[src/rtl/interface_connection.sv]
// Shared cross-bar definitions: bus widths, the session FSM state type and
// the command encoding used on every master and slave port.
package interface_connection;

    localparam int ADDR_WIDTH = 32;
    localparam int DATA_WIDTH = 32;

    localparam logic CMD_READ  = 1'b0;
    localparam logic CMD_WRITE = 1'b1;

    typedef enum logic [1:0] {
        IDLE      = 2'd0,
        SEND      = 2'd1,
        WAIT_RESP = 2'd2
    } session_state_t;

endpackage

[src/rtl/onehot_to_index.sv]
// Converts a (nominally one-hot) grant vector into a binary index.
// With several bits set, the lowest set bit wins; valid flags a non-zero input.
module onehot_to_index #(
    parameter int N     = 4,
    parameter int IDX_W = (N > 1) ? $clog2(N) : 1
) (
    input  logic [N-1:0]     onehot,
    output logic [IDX_W-1:0] index,
    output logic             valid
);

    // Scan from the top down so the lowest set bit is the last one written.
    always_comb begin
        index = '0;
        valid = 1'b0;
        for (int i = N - 1; i >= 0; i--) begin
            if (onehot[i]) begin
                index = IDX_W'(i);
                valid = 1'b1;
            end
        end
    end

endmodule

[src/rtl/slave_session_ctrl.sv]
// Per-slave session controller: latches the arbiter's winner, drives the slave
// port and routes ack/response back. Optional abort timer: SLAVE_TIMEOUT_EN.
module slave_session_ctrl
    import interface_connection::*;
#(
    parameter int N_MASTERS  = 4,
    parameter int ADDR_WIDTH = interface_connection::ADDR_WIDTH,
    parameter int DATA_WIDTH = interface_connection::DATA_WIDTH,
    parameter int TIMEOUT    = 16
) (
    input  logic                             clk,
    input  logic                             rst_n,
    input  logic [N_MASTERS-1:0]             grant,
    input  logic [N_MASTERS*ADDR_WIDTH-1:0]  m_addr,
    input  logic [N_MASTERS-1:0]             m_cmd,
    input  logic [N_MASTERS*DATA_WIDTH-1:0]  m_wdata,
    output logic [N_MASTERS-1:0]             m_ack,
    output logic [N_MASTERS-1:0]             m_resp,
    output logic [DATA_WIDTH-1:0]            m_rdata,
    output logic                             m_err,
    output logic                             s_req,
    output logic [ADDR_WIDTH-1:0]            s_addr,
    output logic                             s_cmd,
    output logic [DATA_WIDTH-1:0]            s_wdata,
    input  logic                             s_ack,
    input  logic                             s_resp,
    input  logic [DATA_WIDTH-1:0]            s_rdata,
    output logic                             session_is_finished
);

    localparam int IDX_W = (N_MASTERS > 1) ? $clog2(N_MASTERS) : 1;

    session_state_t          state_q, state_d;
    logic [IDX_W-1:0]        idx_q, idx_d;
    logic [ADDR_WIDTH-1:0]   addr_q, addr_d;
    logic                    cmd_q, cmd_d;
    logic [DATA_WIDTH-1:0]   wdata_q, wdata_d;
    logic                    s_req_q, s_req_d;
    logic [DATA_WIDTH-1:0]   rdata_q, rdata_d;
    logic                    resp_pulse_q, resp_pulse_d;

    logic [IDX_W-1:0]        grant_idx;
    logic                    grant_valid;
    logic [N_MASTERS-1:0]    sel_onehot;
    logic                    ack_fire;

`ifdef SLAVE_TIMEOUT_EN
    localparam int CNT_W = $clog2(TIMEOUT + 1);

    logic [CNT_W-1:0]        cnt_q, cnt_d;
    logic                    err_q, err_d;
    logic                    timeout_hit;

    assign timeout_hit = (state_q != IDLE) && (cnt_q == CNT_W'(TIMEOUT));
    assign ack_fire    = (state_q == SEND) && s_ack && !timeout_hit;
    assign m_err       = err_q;
`else
    assign ack_fire    = (state_q == SEND) && s_ack;
    assign m_err       = 1'b0;
`endif

    onehot_to_index #(
        .N     (N_MASTERS),
        .IDX_W (IDX_W)
    ) u_grant_idx (
        .onehot (grant),
        .index  (grant_idx),
        .valid  (grant_valid)
    );

    assign sel_onehot          = N_MASTERS'(1) << idx_q;
    assign m_ack               = ack_fire ? sel_onehot : '0;
    assign m_resp              = resp_pulse_q ? sel_onehot : '0;
    assign m_rdata             = rdata_q;
    assign s_req               = s_req_q;
    assign s_addr              = addr_q;
    assign s_cmd               = cmd_q;
    assign s_wdata             = wdata_q;
    assign session_is_finished = resp_pulse_q;

    always_comb begin
        state_d      = state_q;
        idx_d        = idx_q;
        addr_d       = addr_q;
        cmd_d        = cmd_q;
        wdata_d      = wdata_q;
        s_req_d      = s_req_q;
        rdata_d      = rdata_q;
        resp_pulse_d = 1'b0;
`ifdef SLAVE_TIMEOUT_EN
        err_d        = 1'b0;
        cnt_d        = cnt_q;
        if (state_q != IDLE) begin
            cnt_d = cnt_q + CNT_W'(1);
        end
`endif

        unique case (state_q)
            IDLE: begin
                // Master fields are captured once here; later grant changes are ignored.
                if (grant_valid) begin
                    idx_d   = grant_idx;
                    addr_d  = m_addr[int'(grant_idx)*ADDR_WIDTH +: ADDR_WIDTH];
                    cmd_d   = m_cmd[grant_idx];
                    wdata_d = m_wdata[int'(grant_idx)*DATA_WIDTH +: DATA_WIDTH];
                    s_req_d = 1'b1;
                    state_d = SEND;
`ifdef SLAVE_TIMEOUT_EN
                    cnt_d   = '0;
`endif
                end
            end

            SEND: begin
`ifdef SLAVE_TIMEOUT_EN
                if (timeout_hit) begin
                    s_req_d      = 1'b0;
                    rdata_d      = '0;
                    err_d        = 1'b1;
                    resp_pulse_d = 1'b1;
                    state_d      = IDLE;
                end else
`endif
                if (s_ack) begin
                    s_req_d = 1'b0;
                    state_d = WAIT_RESP;
                end
            end

            WAIT_RESP: begin
                // A real response beats a simultaneous timeout.
                if (s_resp) begin
                    rdata_d      = s_rdata;
                    resp_pulse_d = 1'b1;
                    state_d      = IDLE;
                end
`ifdef SLAVE_TIMEOUT_EN
                else if (timeout_hit) begin
                    rdata_d      = '0;
                    err_d        = 1'b1;
                    resp_pulse_d = 1'b1;
                    state_d      = IDLE;
                end
`endif
            end

            default: begin
                s_req_d = 1'b0;
                state_d = IDLE;
            end
        endcase
    end

    always_ff @(posedge clk or negedge rst_n) begin
        if (!rst_n) begin
            state_q      <= IDLE;
            idx_q        <= '0;
            addr_q       <= '0;
            cmd_q        <= 1'b0;
            wdata_q      <= '0;
            s_req_q      <= 1'b0;
            rdata_q      <= '0;
            resp_pulse_q <= 1'b0;
`ifdef SLAVE_TIMEOUT_EN
            cnt_q        <= '0;
            err_q        <= 1'b0;
`endif
        end else begin
            state_q      <= state_d;
            idx_q        <= idx_d;
            addr_q       <= addr_d;
            cmd_q        <= cmd_d;
            wdata_q      <= wdata_d;
            s_req_q      <= s_req_d;
            rdata_q      <= rdata_d;
            resp_pulse_q <= resp_pulse_d;
`ifdef SLAVE_TIMEOUT_EN
            cnt_q        <= cnt_d;
            err_q        <= err_d;
`endif
        end
    end

endmodule

[config.mk]
export PLATFORM = sky130hd
export DESIGN_NAME = slave_session_ctrl
export DESIGN_NICKNAME = d
export VERILOG_FILES = /design/src/rtl/interface_connection.sv /design/src/rtl/onehot_to_index.sv /design/src/rtl/slave_session_ctrl.sv
export SDC_FILE = /design/constraint.sdc
export NUM_CORES = 1
export LEC_CHECK = 0
export BUFFER_PORTS_ARGS = -buffer_cell sky130_fd_sc_hd__buf_2
export CELL_PAD_IN_SITES_DETAIL_PLACEMENT = 1
export CELL_PAD_IN_SITES_GLOBAL_PLACEMENT = 2
export CORE_MARGIN = 5
export CORE_UTILIZATION = 22
export CTS_CLUSTER_DIAMETER = 30
export DETAILED_ROUTE_END_ITERATION = 16
export GPL_ROUTABILITY_DRIVEN = 0
export PLACE_DENSITY_LB_ADDON = 0.1
export SLEW_MARGIN = 15
export SYNTH_ARGS = -nofsm -noshare
export SYNTH_HDL_FRONTEND = slang
export SYNTH_SLANG_ARGS = --single-unit
[constraint.sdc]
create_clock -name clk -period 1.45 [get_ports clk]
set_input_delay 0.2175 -clock clk [delete_from_list [all_inputs] [get_ports clk]]
set_output_delay 0.2175 -clock clk [all_outputs]
set_load 0.03 [all_outputs]
==> results of run 1 <==
cells by family after synthesis:
| family | count (synthesis) | share of synthesized area [%] |
|---|---|---|
| other | 1 | 0.05216 |
| and+or+nand+nor | 216 | 22.00 |
| muxes | 32 | 5.012 |
| buffers and inverters | 159 | 9.102 |
| AOI/OAI and AO/OA | 333 | 27.98 |
| DFF | 103 | 35.85 |
power by group:
group	internal [mW]	switching, mW	total [mW]
sequential	4.28	0.766	5.05
clock	1.29	1.50	2.80
combinational	4.35	6.45	10.8
total	9.92	8.72	18.6
per-stage QoR:
| stage | util, % | cell area [um^2] | std cells | total power, mW |
|---|---|---|---|---|
| floorplan | - | 7229 | 844 | 10.85 |
| global placement | 30.52 | 9878 | 1633 | 14.36 |
| detailed placement | 30.52 | 9878 | 1633 | 14.49 |
| CTS | 31.78 | 10290 | 1654 | 17.50 |
| global route | 33.12 | 10720 | 1685 | 19.76 |
| finish | 33.12 | 10720 | 1685 | 18.64 |
flip-flops by register name (all words and copies together) (netlist names):
| register | cells |
|---|---|
| state_q | 2 |
| s_req | 1 |
| idx_q | 2 |
| s_addr | 32 |
| s_cmd | 1 |
| session_is_finished | 1 |
| m_rdata | 32 |
| s_wdata | 32 |
worst paths after layout:
path | startpoint | to | slack, ns | depth (start not counted)
worst max-delay path | state_q[1] | m_ack[2] | -0.24 | 3
worst min-delay path | s_ack | state_q[0] | 0.06 | 2
worst max register to register | state_q[1] | s_wdata[24] | -0.03 | 7
worst min register to register | m_rdata[29] | m_rdata[29] | 0.51 | 1
max in group asynchronous | rst_n | idx_q[0] | 0.69 | 3
min in group asynchronous | rst_n | s_wdata[26] | 0.38 | 3
routing by layer:
layer | up-vias | GRT usage [%] | wire length, um
met5 | - | 0 | 110
met4 | 16 | 4.530 | 458
met3 | 39 | 5.163 | 2441
met2 | 239 | 30.75 | 17510
met1 | 3915 | 21.54 | 14860
li1 | 3835 | - | -
final cells by class:
class | count | area share [%]
repair buffers | 469 | 27.79
inverters | 66 | 2.310
well taps | 442 | 5.158
clock inverters | 7 | 0.9452
flip-flops and latches | 103 | 24.08
diodes | 6 | 0.1400
clock buffers | 9 | 2.100
multi-input cells | 583 | 37.47
cell usage in the layout (no fill, tap or decap), types with 2 or more instances in the layout:
cell type  instances
a22o_1            64
and2_4             2
mux2_2            32
and3b_1           66
nor2_1             3
o21ai_0           67
nor3_1             2
diode_2            6
dfrtp_2            4
dfrtp_1           99
a21oi_1          131
clkbuf_16         17
nand2_1            4
buf_6             12
a31oi_1           64
buf_2            394
nor3b_2            3
inv_12             3
buf_4             33
inv_1             66
o21a_1             2
clkinv_8           2
nand3b_1          67
buf_12            20
nor2b_1           65
nor2_4             2
what timing repair did:
action                                  CTS  global route
setup buffers                             4            14
hold buffers                              1             0
endpoints found under the setup margin    8            98
gates cloned                              0            11
pin swaps                                 2             3
endpoints found under the hold margin   103             0
gates resized for setup                  17            23
critical path: cells and delay by family (launching register included):
family,cells,cell delay (ns)
simple gates,2,0.50
buf+inv,1,0.19
flops,1,0.41
==> results.md, run 1 <==
- YS warnings: 0
- Number of global-route vias before repair: 8493
- First-pass GRT wire length: roughly 50000 um
- Hold WC Path Type: in2reg
- Core area: approximately 32000 um^2
- # clock sinks: slightly above 100
- Max Freq: 591.8 MHz
- Failing checks: setup timing
- Fill cells: 3921
- Placement Setup Slack: -0.3267 ns
- Setup CP Type: reg2out
- CTS tree: built
- Fraction of layout cells with a size suffix above 1: 43.01%
- Peak VDD IR: 686.4 uV
- H-tree depth: 3
- Clock slew at reported path FFs: 0.10 ns
- Rows: between 60 and 70
- Synth cell count leaders: a21oi_1 (131), dfrtp_1 (103), clkbuf_1 (77), nand3b_1 (67), o21ai_0 (67)
- Avg WL per Cell: approximately 21 um
- Post-synthesis sequential area ratio: a little over a third
- PwrDens: approximately 1700 nW/um^2
- Outcome: finished, violations left
- Largest net degree at the start of global routing: 81
- Worst Tran Pin Value: 0.5174 ns
- Normalized max-slew margin: 65.51%
- Main synth FF type: dfrtp_1
- Fin nets: 1532
- Worst skew pair latency: around 0.37 ns
- CP Data Arrival Time: 1.47 ns
- Remaining Overflow, GRT: 0
- Number of max-cap violations: 0
- Initial antenna violation count: 14
- Detail Placement HPWL: 25200 um
- Post-Syn Nets: 1144
- Post-Synthesis Cells: between 800 and 900
- Most frequent cell after synthesis: a21oi_1
- Post-synthesis cell area: between 7000 and 8000 um^2
- Die H: 190.8 um
- Final count of pins violating max slew: 0
- Vias: 8044
- DR pass1 iterations: 6
- Crit path max fanout: 5
- Via density: between 4 and 5
- Part of the cycle the worst path needs: 116.5%
- Root Driver: clkbuf_16
- Avg Cell Area, Syn: around 8.5 um^2
- Setup Skew: between 0.015 and 0.02 ns
- Max incr delay on CP: 0.41 ns
- Ports: approximately 410
- Final setup violation count: 24
- Die width: about 190 um
- Worst-case clock buffer depth: 2
- Distinct cell type count after synthesis: 30
- Flops & latches, synth: 103
- CP Launch Type: flip-flop
- Worst path cell trace: nand3b_1 -> nor3b_2 -> buf_4
- Final setup margin: -0.2398 ns
- Global-route usage over all layers: about 18%
- Area of the multi-input gates: 4018 um^2
- Register area: 2582 um^2
- Area contributors post-synth: dfrtp_1 (36%), a21oi_1 (9.1%), and3b_1 (8.0%)
- EDFF count, synth: 0
- Async SR Flop Fraction: between 90% and 100%
- Tmin final: 1.690 ns
- CTS Buf Count: 9
- Largest area contributor in the netlist: dfrtp_1
- Port Buffers: about 410
- RSZ-0062 raised after global routing: yes
- Initial Util: between 20 and 25%
- Total negative setup slack: -1.219 ns
- CP required: between 1 and 1.5 ns
- Number of DRC markers in iteration 0: 196
- Die Area: between 30000 and 40000 um^2
- Leak Pwr: 5.244 nW
- WL final: 35380 um
- Fin. Hold Viols: 0
- Crit end category: primary output
- Drt drc: 0
- Slowest stage cell on the critical path: dfrtp_2
- Area Growth Syn to Fin: 49.15%
- Final ANT Viol Nets: 0
- Yosys top cell area share: roughly 36%
- Hold WS: 0.06053 ns
(Power assumes the default switching activity.)
==> run 2, diff against run 1 <==
Settings changed: TNS_END_PERCENT set to 10.
==> run 2 against run 1 <==
Net effect: the flow still finishes with violations (setup timing); global-route usage is 0.10 points lower; maximum frequency is 2.2% higher; clock-buffer cell count stayed put; clock power is 2% lower; final cell count is 1.4% lower; die area stayed put; wire length is 5.7% lower; sequential cell count stayed put; hold slack better by 0.0098 ns; critical path type unchanged; largest cell class unchanged.
==> results.md, run 2 (synthesis results as in run 1) <==
- Ports: 408 (unchanged)
- Worst skew pair latency: 0.36 ns (about the same)
- Initial antenna violation count: 13 (-1)
- Crit path max fanout: 5 (unchanged)
- Final count of pins violating max slew: 0 (unchanged)
- WL final: 33370 um (-5.7%)
- Area Growth Syn to Fin: 43.06%
- Max Freq: 604.7 MHz (+2.2%)
- Max incr delay on CP: 0.41 ns (about the same)
- Worst hold stages: 2 (unchanged)
- Tmin final: 1.654 ns (-0.03611 ns)
- Core area: 32370 um^2 (unchanged)
- Total negative setup slack: -0.7621 ns (+0.4569 ns)
- Global-route usage over all layers: 17.61% (-0.10 points)
- Final setup margin: -0.2037 ns (+0.03611 ns)
- Worst-case clock buffer depth: 2 (unchanged)
- Drt drc: 0 (unchanged)
- CP required: 1.23 ns (about the same)
- Clock slew at reported path FFs: 0.10 ns (about the same)
- Vias: 7877 (-2.1%)
- PwrDens: 1663 nW/um^2 (-4.4%)
- Initial Util: 22.21% (unchanged)
- Final setup violation count: 5 (-79%)
- Most common cell after layout, fill and taps aside: buf_2
- Register area: 2582 um^2 (unchanged)
- Fraction of layout cells with a size suffix above 1: 41.83% (-1.2 points)
- Via density: 4.742 (-0.66%)
- Final ANT Viol Nets: 0 (unchanged)
- Origin of the critical flop-to-flop path: state_q[1]
- Setup CP Type: reg2out
- CTS tree: built
- Total power: 17.10 mW (-8.3%)
- Fin. Hold Viols: 0 (unchanged)
- Root Driver: clkbuf_16
- Largest net degree at the start of global routing: 91 (+12%)
- Most frequent cells in the layout: buf_2 (394), a21oi_1 (131), dfrtp_1 (99)
- Port Buffers: 406 (unchanged)
- Detail Placement HPWL: 25040 um (-0.64%)
- Slowest stage cell on the critical path: dfrtp_2
- Die Area: 36400 um^2 (unchanged)
- CP Launch Type: flip-flop
- Crit. Startpoint: state_q[1]
- Number of max-cap violations: 0 (unchanged)
- Setup Skew: 0.01453 ns (-0.003420 ns)
- CTS Buf Count: 9 (unchanged)
- Remaining Overflow, GRT: 0 (unchanged)
- CP Data Arrival Time: 1.44 ns (-0.03 ns)
- Fill cells: 3924 (+0.077%)
- Avg WL per Cell: 20.09 um (-4.3%)
- Number of global-route vias before repair: 8478 (-0.18%)
- # clock sinks: 103 (unchanged)
- DR pass1 iterations: 6 (unchanged)
- R2R depth: 6 (-1)
- Crit end category: primary output
- Leak Pwr: 5.028 nW (-4.1%)
- Number of DRC markers in iteration 0: 216 (+10%)
- Peak VDD IR: 736.1 uV (+7.2%)
- Die H: 190.8 um (unchanged)
- Area of the multi-input gates: 4004 um^2 (-0.34%)
- Failing checks: setup timing
- RSZ-0062 raised after global routing: yes
- Outcome: finished, violations left
- Rows: 66 (unchanged)
- Worst path cell trace: nand3b_1 -> nor3b_2 -> buf_4
- Hold WC Path Type: in2reg
- Part of the cycle the worst path needs: 114.1% (-2.5 points)
- Hold path startpoint: s_ack
- First-pass GRT wire length: 50550 um (+0.22%)
- Placement Setup Slack: -0.3110 ns (+0.01571 ns)
- Die width: 190.8 um (unchanged)
- Fin nets: 1507 (-1.6%)
- H-tree depth: 3 (unchanged)
run 2: changes by cell type in the layout (fill, tap and decap cells not counted), moves of 4 or more:
cell | before | now
clkbuf_16 | 17 | 9
buf_12 | 20 | 14
buf_6 | 12 | 7
buf_4 | 33 | 29
run 2: timing repair:
action / in CTS / in global routing
setup buffers: 1 / 1
gates cloned: 0 / 0
hold endpoints to repair: 15 / 0
endpoints found under the setup margin: 9 / 53
pin swaps: 2 / 1
resized for setup: 19 / 7
hold buffers: 1 / 0
run 2: area by class of cell:
| cell class | instances | area share, % |
|---|---|---|
| clock inverters | 7 | 0.9367 |
| repair buffers | 445 | 24.88 |
| clock buffers | 9 | 2.190 |
| multi-input cells | 582 | 38.93 |
| diodes | 7 | 0.1703 |
| flip-flops and latches | 103 | 25.11 |
| well taps | 442 | 5.377 |
| inverters | 66 | 2.409 |
run 2: metal layers:
layer	GRT usage (%)	share of wire, %	up-vias	wire length, um
met1	21.20	42	3812	14050
met5	0	0.30	-	100
met3	5.383	6.9	35	2300
li1	-	-	3774	-
met2	31.13	49	242	16470
met4	3.536	1.3	14	447
run 2: report_power, final:
part	switching, mW	internal (mW)
registers	0.754	4.28
logic	6.02	3.31
clock network	1.45	1.29
total	8.22	8.88
run 2: final timing paths:
path | slack (ns) | end
worst max-delay path | -0.20 | m_ack[1]
worst min-delay path | 0.07 | state_q[0]
worst max register to register | 0.03 | s_addr[5]
worst min register to register | 0.51 | m_rdata[2]
max in group asynchronous | 0.64 | idx_q[1]
min in group asynchronous | 0.31 | s_wdata[27]
run 2: stage by stage:
step	std cells	util, %	instance area [um^2]	hold slack (ns)
2_1_floorplan	844	-	7211	-0.07809
3_3_place_gp	1635	30.41	9843	0.1361
3_5_place_dp	1635	30.41	9843	0.1409
4_1_cts	1653	31.63	10240	0.04251
5_1_grt	1658	31.75	10280	0.05544
6_report	1661	31.77	10280	0.07030
run 2: worst max-delay path: cells and delay by family, from the launching register on:
kind,cells,cell delay [ns]
and+or+nand+nor,2,0.49
DFF,1,0.41
buffers and inverters,1,0.19
